**src/rtl/sha_uart_pkg.sv**
```systemverilog
// rtl/sha_uart_pkg.sv - shared types, constants and helpers for the SHA-to-UART sequencer
// Contents: state_t FSM encoding, digest/ASCII constants, nib2ascii().
package sha_uart_pkg;

  typedef enum logic [2:0] {
    IDLE,
    KICK,
    WAIT_DONE,
    SEND,
    FIN
  } state_t;

  localparam int DIGEST_W_DEF = 256;
  localparam int DIGEST_BYTES = DIGEST_W_DEF / 8;
  localparam logic [7:0] ASCII_CR = 8'h0D;
  localparam logic [7:0] ASCII_LF = 8'h0A;

  // Lowercase hex digit: 0-9 -> 8'h30-39, a-f -> 8'h61-66 (8'h57 + 10 = 8'h61).
  function automatic logic [7:0] nib2ascii(input logic [3:0] nib);
    return (nib < 4'd10) ? (8'h30 + {4'h0, nib}) : (8'h57 + {4'h0, nib});
  endfunction

endpackage

```
**src/rtl/sha_uart_sched_if.sv**
```systemverilog
// rtl/sha_uart_sched_if.sv - SHA core and UART TX handshake bundle
// Signals: sha_start/sha_done/sha_digest (core side), tx_data/tx_valid/tx_ready (UART side).
// Modports: master = sequencer, slave = core + uart_tx.
interface sha_uart_sched_if #(
  parameter int DIGEST_W = 256
);

  logic                sha_start;
  logic                sha_done;
  logic [DIGEST_W-1:0] sha_digest;
  logic [7:0]          tx_data;
  logic                tx_valid;
  logic                tx_ready;

  modport master (
    output sha_start, tx_data, tx_valid,
    input  sha_done, sha_digest, tx_ready
  );

  modport slave (
    input  sha_start, tx_data, tx_valid,
    output sha_done, sha_digest, tx_ready
  );

endinterface

```
**src/rtl/sha_digest_ser.sv**
```systemverilog
// rtl/sha_digest_ser.sv - digest load/shift register presenting one byte (or nibble) at a time
// Ports: clk, rst (async active-low), load, shift, din[DIGEST_W];
//   raw build: cur_byte[8]; SHA_UART_HEX_ASCII_EN build: nib_lo in, cur_nib[4] out.
// MSB_FIRST selects whether the top or bottom byte is presented and which way the register shifts.
module sha_digest_ser #(
  parameter int DIGEST_W  = 256,
  parameter bit MSB_FIRST = 1'b1
) (
  input  logic                clk,
  input  logic                rst,
  input  logic                load,
  input  logic                shift,
  input  logic [DIGEST_W-1:0] din,
`ifdef SHA_UART_HEX_ASCII_EN
  input  logic                nib_lo,
  output logic [3:0]          cur_nib
`else
  output logic [7:0]          cur_byte
`endif
);

  logic [DIGEST_W-1:0] sr;
  logic [7:0]          head;

  always_ff @(posedge clk or negedge rst) begin
    if (!rst) begin
      sr <= '0;
    end else if (load) begin
      sr <= din;
    end else if (shift) begin
      sr <= MSB_FIRST ? (sr << 8) : (sr >> 8);
    end
  end

  assign head = MSB_FIRST ? sr[DIGEST_W-1 -: 8] : sr[7:0];

`ifdef SHA_UART_HEX_ASCII_EN
  // High nibble of each byte goes out first regardless of byte order.
  assign cur_nib = nib_lo ? head[3:0] : head[7:4];
`else
  assign cur_byte = head;
`endif

endmodule

```
**src/rtl/sha_uart_sched.sv**
```systemverilog
// rtl/sha_uart_sched.sv - sequencer: kick SHA core, latch digest, stream it to uart_tx, pulse done
// Ports: clk, rst (async active-low), start, bus (sha_uart_sched_if.master), busy, done, err.
// Build option: SHA_UART_HEX_ASCII_EN sends lowercase hex text + CR LF instead of raw bytes.
module sha_uart_sched
  import sha_uart_pkg::*;
#(
  parameter int DIGEST_W    = DIGEST_W_DEF,
  parameter int TIMEOUT_CYC = 4096,
  parameter bit MSB_FIRST   = 1'b1
) (
  input  logic                  clk,
  input  logic                  rst,
  input  logic                  start,
  sha_uart_sched_if.master      bus,
  output logic                  busy,
  output logic                  done,
  output logic                  err
);

`ifdef SHA_UART_HEX_ASCII_EN
  localparam int N_CHARS = DIGEST_W / 4;
  localparam int N_BYTES = N_CHARS + 2;
`else
  localparam int N_BYTES = DIGEST_W / 8;
`endif
  localparam int CNT_W = $clog2(N_BYTES);
  // One spare value so the increment on the final WAIT_DONE cycle cannot overflow.
  localparam int TO_W  = $clog2(TIMEOUT_CYC + 1);
  localparam logic [CNT_W-1:0] LAST_IDX = CNT_W'(N_BYTES - 1);
  localparam logic [TO_W-1:0]  TO_LAST  = TO_W'(TIMEOUT_CYC - 1);

  state_t           state, state_nx;
  logic [CNT_W-1:0] byte_cnt;
  logic [TO_W-1:0]  to_cnt;
  logic             xfer, last_xfer, timeout, load, shift;
  logic [7:0]       cur_sym;

  // tx_valid is exactly (state == SEND), so this is the valid&&ready transfer.
  assign xfer      = (state == SEND) && bus.tx_ready;
  assign last_xfer = xfer && (byte_cnt == LAST_IDX);
  assign timeout   = (to_cnt == TO_LAST);
  assign load      = (state == WAIT_DONE) && bus.sha_done;

  always_ff @(posedge clk or negedge rst) begin
    if (!rst) state <= IDLE;
    else      state <= state_nx;
  end

  // All outputs decode from state only, so reset drops them without a clock edge.
  always_comb begin
    state_nx      = state;
    bus.sha_start = 1'b0;
    bus.tx_valid  = 1'b0;
    bus.tx_data   = 8'h00;
    busy          = 1'b1;
    done          = 1'b0;
    unique case (state)
      IDLE: begin
        busy = 1'b0;
        if (start) state_nx = KICK;
      end
      KICK: begin
        bus.sha_start = 1'b1;
        state_nx      = WAIT_DONE;
      end
      WAIT_DONE: begin
        if (bus.sha_done)  state_nx = SEND;
        else if (timeout)  state_nx = IDLE;
      end
      SEND: begin
        bus.tx_valid = 1'b1;
        bus.tx_data  = cur_sym;
        if (last_xfer) state_nx = FIN;
      end
      FIN: begin
        done     = 1'b1;
        state_nx = IDLE;
      end
      default: state_nx = IDLE;
    endcase
  end

  always_ff @(posedge clk or negedge rst) begin
    if (!rst) begin
      byte_cnt <= '0;
      to_cnt   <= '0;
      err      <= 1'b0;
    end else begin
      if ((state == IDLE) && start) err <= 1'b0;
      if ((state == WAIT_DONE) && !bus.sha_done && timeout) err <= 1'b1;

      if (state == WAIT_DONE) to_cnt <= to_cnt + 1'b1;
      else                    to_cnt <= '0;

      if (load)                         byte_cnt <= '0;
      else if (xfer && !last_xfer)      byte_cnt <= byte_cnt + 1'b1;
    end
  end

`ifdef SHA_UART_HEX_ASCII_EN
  logic [3:0] cur_nib;

  // Advance to the next digest byte only after its low-nibble character is taken.
  assign shift = xfer && byte_cnt[0] && (byte_cnt < CNT_W'(N_CHARS));

  sha_digest_ser #(
    .DIGEST_W  (DIGEST_W),
    .MSB_FIRST (MSB_FIRST)
  ) u_ser (
    .clk     (clk),
    .rst     (rst),
    .load    (load),
    .shift   (shift),
    .din     (bus.sha_digest),
    .nib_lo  (byte_cnt[0]),
    .cur_nib (cur_nib)
  );

  always_comb begin
    if (byte_cnt < CNT_W'(N_CHARS))       cur_sym = nib2ascii(cur_nib);
    else if (byte_cnt == CNT_W'(N_CHARS)) cur_sym = ASCII_CR;
    else                                  cur_sym = ASCII_LF;
  end
`else
  assign shift = xfer;

  sha_digest_ser #(
    .DIGEST_W  (DIGEST_W),
    .MSB_FIRST (MSB_FIRST)
  ) u_ser (
    .clk      (clk),
    .rst      (rst),
    .load     (load),
    .shift    (shift),
    .din      (bus.sha_digest),
    .cur_byte (cur_sym)
  );
`endif

endmodule

```
**src/flat_wrapper.sv**
```systemverilog
// flat-port wrapper written by rule: the top's interface ports become plain ports
module sha_uart_sched_flat import sha_uart_pkg::*;
#(
  parameter int DIGEST_W    = DIGEST_W_DEF,
  parameter int TIMEOUT_CYC = 4096,
  parameter bit MSB_FIRST   = 1'b1
)
  (clk, rst, start, busy, done, err, bus_sha_start, bus_tx_data, bus_tx_valid, bus_sha_done, bus_sha_digest, bus_tx_ready);
  sha_uart_sched_if #(.DIGEST_W(DIGEST_W)) bus_i ();
  input  logic clk;
  input  logic rst;
  input  logic start;
  output logic busy;
  output logic done;
  output logic err;
  output wire logic [$bits(bus_i.sha_start)-1:0] bus_sha_start;
  output wire logic [$bits(bus_i.tx_data)-1:0] bus_tx_data;
  output wire logic [$bits(bus_i.tx_valid)-1:0] bus_tx_valid;
  input wire logic [$bits(bus_i.sha_done)-1:0] bus_sha_done;
  input wire logic [$bits(bus_i.sha_digest)-1:0] bus_sha_digest;
  input wire logic [$bits(bus_i.tx_ready)-1:0] bus_tx_ready;
  assign bus_sha_start = bus_i.sha_start;
  assign bus_tx_data = bus_i.tx_data;
  assign bus_tx_valid = bus_i.tx_valid;
  assign bus_i.sha_done = bus_sha_done;
  assign bus_i.sha_digest = bus_sha_digest;
  assign bus_i.tx_ready = bus_tx_ready;
  sha_uart_sched #(.DIGEST_W(DIGEST_W), .TIMEOUT_CYC(TIMEOUT_CYC), .MSB_FIRST(MSB_FIRST)) u_core (.clk(clk), .rst(rst), .start(start), .bus(bus_i), .busy(busy), .done(done), .err(err));
endmodule
```
**config.mk**
```make
export PLATFORM = sky130hd
export DESIGN_NAME = sha_uart_sched_flat
export DESIGN_NICKNAME = d
export VERILOG_FILES = /design/src/rtl/sha_uart_pkg.sv /design/src/rtl/sha_uart_sched_if.sv /design/src/rtl/sha_digest_ser.sv /design/src/rtl/sha_uart_sched.sv /design/src/flat_wrapper.sv
export SDC_FILE = /design/constraint.sdc
export NUM_CORES = 1
export LEC_CHECK = 0
export CORE_ASPECT_RATIO = 1.1
export CORE_UTILIZATION = 50
export DETAILED_ROUTE_END_ITERATION = 7
export GPL_ROUTABILITY_DRIVEN = 0
export PLACE_DENSITY = 0.78
export SLEW_MARGIN = 20
export SYNTH_ARGS = -nofsm -noshare
export SYNTH_HDL_FRONTEND = slang
export SYNTH_SLANG_ARGS = --single-unit
```
**constraint.sdc**
```tcl
create_clock -name clk -period 2.7 [get_ports clk]
set_clock_uncertainty 0.2 [all_clocks]
set_input_delay 0.27 -clock clk [delete_from_list [all_inputs] [get_ports clk]]
set_output_delay 0.27 -clock clk [all_outputs]
set_load 0.01 [all_outputs]
```
=== Word level (Yosys, flattened, before mapping) ===
Cells that the tools add are included.

* Memory bits (read-only): 0
* Word-level logic and storage cells: 47
* Input bits: 261
* Output and inout port bits: 13
* Memories kept: 0
* Bits in writable memories: 0
* Bits in latches: 0
* Register bits after elaboration: 278

* Multipliers: 0
* Div/mod/pow operators: 0
* Magnitude comparators: 0
* Add/sub/neg operators: 2
* Mux-type cells: 17
* Shift operators: 0
* Reductions and logical operators: 14
* Bitwise logic cells: 0
* Eq/ne operators: 9

{| class="wikitable"
|+ Operator list
! cell !! number
|-
| 256-bit 2-to-1 mux || 2
|-
| 13-bit by 1-bit adder with 13-bit output, second input constant || 1
|-
| 13-bit by 12-bit equality test with 1-bit output, second input constant || 1
|-
| 13-bit 2-to-1 mux || 1
|-
| 3-bit 2-to-1 mux || 4
|-
| 3-bit one-hot mux with 4 select lines || 1
|-
| 5-bit 2-to-1 mux || 2
|-
| 8-bit 2-to-1 mux || 1
|-
| 1-bit logical AND || 7
|-
| 3-bit by 2-bit equality test with 1-bit output, second input constant || 2
|-
| 1-bit 2-to-1 mux || 6
|-
| 2-bit nonzero test || 3
|-
| 5-bit by 1-bit adder with 5-bit output, second input constant || 1
|-
| 5-bit equality test, second input constant || 1
|-
| 3-bit by 1-bit equality test with 1-bit output, second input constant || 1
|-
| 3-bit equality test, second input constant || 1
|-
| 3-bit logical NOT || 1
|-
| 3-bit by 2-bit inequality test with 1-bit output, second input constant || 1
|-
| 3-bit AND reduction || 1
|-
| 1-bit logical NOT || 2
|-
| 2-bit by 1-bit inequality test with 1-bit output, second input constant || 1
|-
| 2-bit inequality test, second input constant || 1
|}

=== Longest topological paths before layout ===
* Word-level depth: 7
* Mapped depth: 7
* Gate-level depth less buffers: 6

=== Hierarchy ===
From an unflattened synthesis, not the netlist that was laid out.

* Cells, all modules: 1242
* Area, all modules: 13148.9 µm²

{| class="wikitable"
|+ Modules (own cells, without submodules)
! module !! sequential area each (µm²) !! cells an instance !! instances !! area an instance (µm²)
|-
| sha_digest_ser || 6406.1 || 1118 || 1 || 11942.7
|-
| sha_uart_sched || 550.5 || 124 || 1 || 1206.2
|}

=== Worst setup path after synthesis ===
OpenSTA, ideal clock, no wires.

* Kind: register to register
* From: reg u_core.byte_cnt[0]
* To: reg u_core.byte_cnt[0]
* Required time: 2.422 ns
* Period minus slack after synthesis: 1.880 ns
* Arrival time: 1.601 ns
* Setup time: 0.078 ns
* Cell stages (with the launch flop): 7
* Buffers on the path: 1
* Path slack: 0.820 ns
* Cells stage by stage: dfrtp_1 -> ha_1 -> and3_1 -> ha_1 -> clkbuf_1 -> or3_1 -> a21oi_1

* Longest elaborated chain between the ends: 5
* Elaborated cells between the ends (all ways): 8
* Those cells by class: add/sub (1); eq/ne (1); mux (2); reduce/logical (4)

{| class="wikitable"
|+ RTL lines
! element !! line !! source
|-
| from (decl) || sha_uart_sched.sv:33 || <nowiki>logic [CNT_W-1:0] byte_cnt;</nowiki>
|-
| from (signal assigned) || sha_uart_sched.sv:96 || <nowiki>else if (xfer && !last_xfer) byte_cnt <= byte_cnt + 1'b1;</nowiki>
|-
| parallel branches: the longest is 5 deep, another holds 5-bit by 1-bit adder with 5-bit output || -- ||
|}

Several ways; the timed one is not identified. The select of a mux whose other input is x is not followed.
A chain may end at the register's enable or synchronous reset.

=== Final worst setup path ===
* From: reg u_core.state[2]
* To: out bus_tx_data[7]

* Longest elaborated chain between the ends: 2

{| class="wikitable"
|+ RTL lines
! element !! line !! source
|-
| from (decl) || sha_uart_sched.sv:32 || <nowiki>state_t state, state_nx;</nowiki>
|-
| from (signal assigned) || sha_uart_sched.sv:46 || <nowiki>else state <= state_nx;</nowiki>
|-
| 3-bit by 2-bit equality test with 1-bit output || sha_uart_sched.sv:57 || <nowiki>unique case (state)</nowiki>
|-
| 8-bit 2-to-1 mux || sha_uart_sched.sv:57 ||
|-
| to (decl) || flat_wrapper.sv:17 || <nowiki>output wire logic [$bits(bus_i.tx_data)-1:0] bus_tx_data;</nowiki>
|}

No other way between the ends.

==> results.py <==
metrics = {
    "logic_synthesis": {
        "avgSynthCellArea_um2": 8.81,
        "synth_edf_count": 0,
        "synth.top_cell.area_share": 0.529,
        "synthTopCellsByCount": "nand2_1 (505), dfrtp_1 (278), nor2_1 (256)",
        "synth_area_um2": 13100,
        "synth_nets": 1757,
        "synth_area_leaders": "dfrtp_1 (53%), nand2_1 (14%), a31oi_2 (8.6%), a31oi_1 (7.5%), nor2_1 (7.3%)",
        "ys_types": 40,
        "ys_seq_elements": 278,
        "yosysWarnings": 0,
        "synthCells": 1493,
        "synth_top_flop_cell": "dfrtp_1",
        "synth_area_leader_cell": "dfrtp_1",
        "synthArstFlopShare": 1.00,
        "yosysMostFrequentCell": "nand2_1",
        "ys_seq_area_frac": 0.529,
    },
    "layout": {
        "multi_input_area_um2": 5610,
        "syn2layout_area_growth_pct": 32.6,
        "drive_gt1_frac": 0.112,
        "nFillCells": 1979,
        "nNetsFinal": 1989,
        "seq_area_um2": 6960,
    },
    "min_path": {
        "hp-class": "input port to async pin",
    },
    "power": {
        "p_leak_nw": 7.51,
        "p_per_area_nw_per_um2": 1080,
        "ir_drop_v": 0.000547,
        "power_mw": 18.9,
    },
    "global_route": {
        "grt_usage": 0.263,
        "grt.busiest_layer": "met2",
        "grt_overflow": 0,
        "grt_pass1_wl_mm": 56.9,
        "met1_usage": 0.349,
        "grt_pass1_vias": 11500,
        "grt_antenna_before_repair": 0,
        "grt_max_degree": 79,
        "grt_use_met2": 0.441,
        "grtUsageMet3": 0.0486,
    },
    "placement": {
        "portBuffers": 273,
        "hpwl_mm": 23.2,
    },
    "drt": {
        "viasPerCell": 5.47,
        "dr.first_iter.drc_count": 847,
        "dr.pass1.iters": 7,
        "wl_mm": 35.0,
        "dr_total_vias": 11500,
        "postRouteAntennaNets": 0,
        "routedWlPerCell_um": 16.7,
        "route.detailed.drc": 0,
    },
    "job": {
        "drv_cap": 0,
    },
    "sta": {
        "hold_viol_final": 0,
        "finalSetupViolations": 0,
        "drv_slew": 0,
        "rsz0062_at_grt": "no",
        "slew_headroom": 0.611,
        "period_share": 0.950,
        "tightest_slew_ns": 0.584,
        "fmax_ghz": 0.390,
        "setup_tns_ns": 0,
        "final.min_clock_period_ns": 2.57,
    },
    "run_status": {
        "outcome": "finished clean",
    },
    "critical_path": {
        "r2r_slack_ns": 0.57,
        "cp-end-kind": "primary output",
        "critical_path_class": "flip-flop to primary output",
        "path_max_fanout": 9,
        "crit_path_start_kind": "flip-flop",
        "worstPathRequired_ns": 2.23,
        "arrival_ns": 2.10,
    },
    "floorplan": {
        "core.rowCount": 61,
        "core_um2": 25600,
        "start_util": 0.514,
        "dieArea_um2": 26900,
        "ios": 274,
        "die_h_um": 172,
        "die_w_um": 157,
    },
    "cts": {
        "cts_buffers": 30,
        "clock_latency_ns": 0.55,
        "root_buffer": "clkbuf_16",
        "cts_num_sinks": 278,
        "cts_max_path_buffers": 3,
        "cts_tree": "yes",
        "htreeDepth": 1,
        "path_clk_slew_ns": 0.06,
    },
}
stage by stage:
step	worst slack (ns)	instances	utilization	hold WS (ns)	cell area (um^2)
6_report	0.134	2095	0.682	0.0918	17400
5_1_grt	0.0114	2094	0.682	0.0930	17400
4_1_cts	0.0272	2091	0.681	0.0780	17400
3_5_place_dp	0.451	2035	0.639	0.0902	16300
3_3_place_gp	0.488	2035	0.639	0.0812	16300
2_1_floorplan	0.820	1493	-	-0.226	13100
sequential cells by signal, indices dropped and copies added, names as in the netlist:
name,cells
u_core.u_ser.sr,256
u_core.byte_cnt,5
u_core.to_cnt,13
u_core.state,3
u_core.err,1
report_power, final:
| group | switching [mW] | internal [mW] |
|---|---|---|
| combinational | 3.79 | 3.24 |
| clock | 1.68 | 2.68 |
| sequential | 1.21 | 6.25 |
| total | 6.68 | 12.2 |
worst paths after layout:
kind | start | endpoint | cells after the start
min in group clk | bus_sha_digest[209] | u_core.u_ser.sr[209] | 3
worst max register to register | u_core.state[2] | u_core.u_ser.sr[154] | 6
max in group asynchronous | rst | u_core.u_ser.sr[205] | 3
worst max-delay path | u_core.state[2] | bus_tx_data[7] | 5
worst min-delay path | rst | u_core.u_ser.sr[146] | 2
worst min register to register | u_core.u_ser.sr[2] | u_core.u_ser.sr[2] | 1
layout by cell type, fill, tap and decap left out, types with 2 or more instances in the layout:
master and instances:
a31oi_2 90, nand3_1 4, and2_1 11, dfrtp_1 275, a21oi_1 11, o31ai_1 8, clkbuf_16 31, clkbuf_1 4
a22o_1 9, clkinv_2 8, or3_1 3, dfrtp_2 3, o211ai_1 2, or3_2 2, bufinv_16 4, a31oi_1 158
nor2_1 256, o21ai_0 5, buf_4 21, or4_1 6, buf_12 22, nand4_1 2, nand2_1 505, a211oi_1 2
inv_1 4, dlymetal6s2s_1 4, ha_1 3, clkbuf_8 8, xnor2_1 2, clkdlybuf4s50_1 268
final cells by class:
cell class	count	share of cell area
timing repair buffer	317	0.192
sequential	278	0.399
multi-input combinational	1094	0.322
inverter	4	0.000861
tap	346	0.0248
clock inverter	12	0.00918
clock buffer	43	0.0517
antenna	1	0.000144
worst max-delay path, cell delays in order (launching register included):
cell and delay, ns:
dfrtp_2 0.44, nand2b_1 0.19, nor2_1 0.10, buf_4 0.16, and2_1 0.13, clkdlybuf4s50_1 0.53
logic make-up (layout without fill, tap and decap cells):
kind of cell / after synthesis / count (layout) / synth area share
AOI/OAI and AO/OA: 286 / 286 / 0.180
xor gates and xnor gates: 3 / 3 / 0.00200
adders and majority gates: 3 / 3 / 0.00286
buffers and inverters: 121 / 376 / 0.0457
DFF: 278 / 278 / 0.529
other: 0 / 1 / 0
and+or+nand+nor: 802 / 802 / 0.240
layer usage:
| metal | vias up | routed length (um) |
|---|---|---|
| met5 | - | 0 |
| met4 | 0 | 760 |
| met3 | 54 | 2430 |
| met2 | 403 | 17200 |
| met1 | 5519 | 14600 |
| li1 | 5476 | - |
timing repair:
action | 4_1_cts | 5_1_grt
hold buffers | 1 | 0
setup buffers | 0 | 3
setup endpoints to repair | 8 | 8
pin swaps | 0 | 0
endpoints found under the hold margin | 196 | 0
resized for setup | 3 | 4
Power figures use the tool's default switching activity.
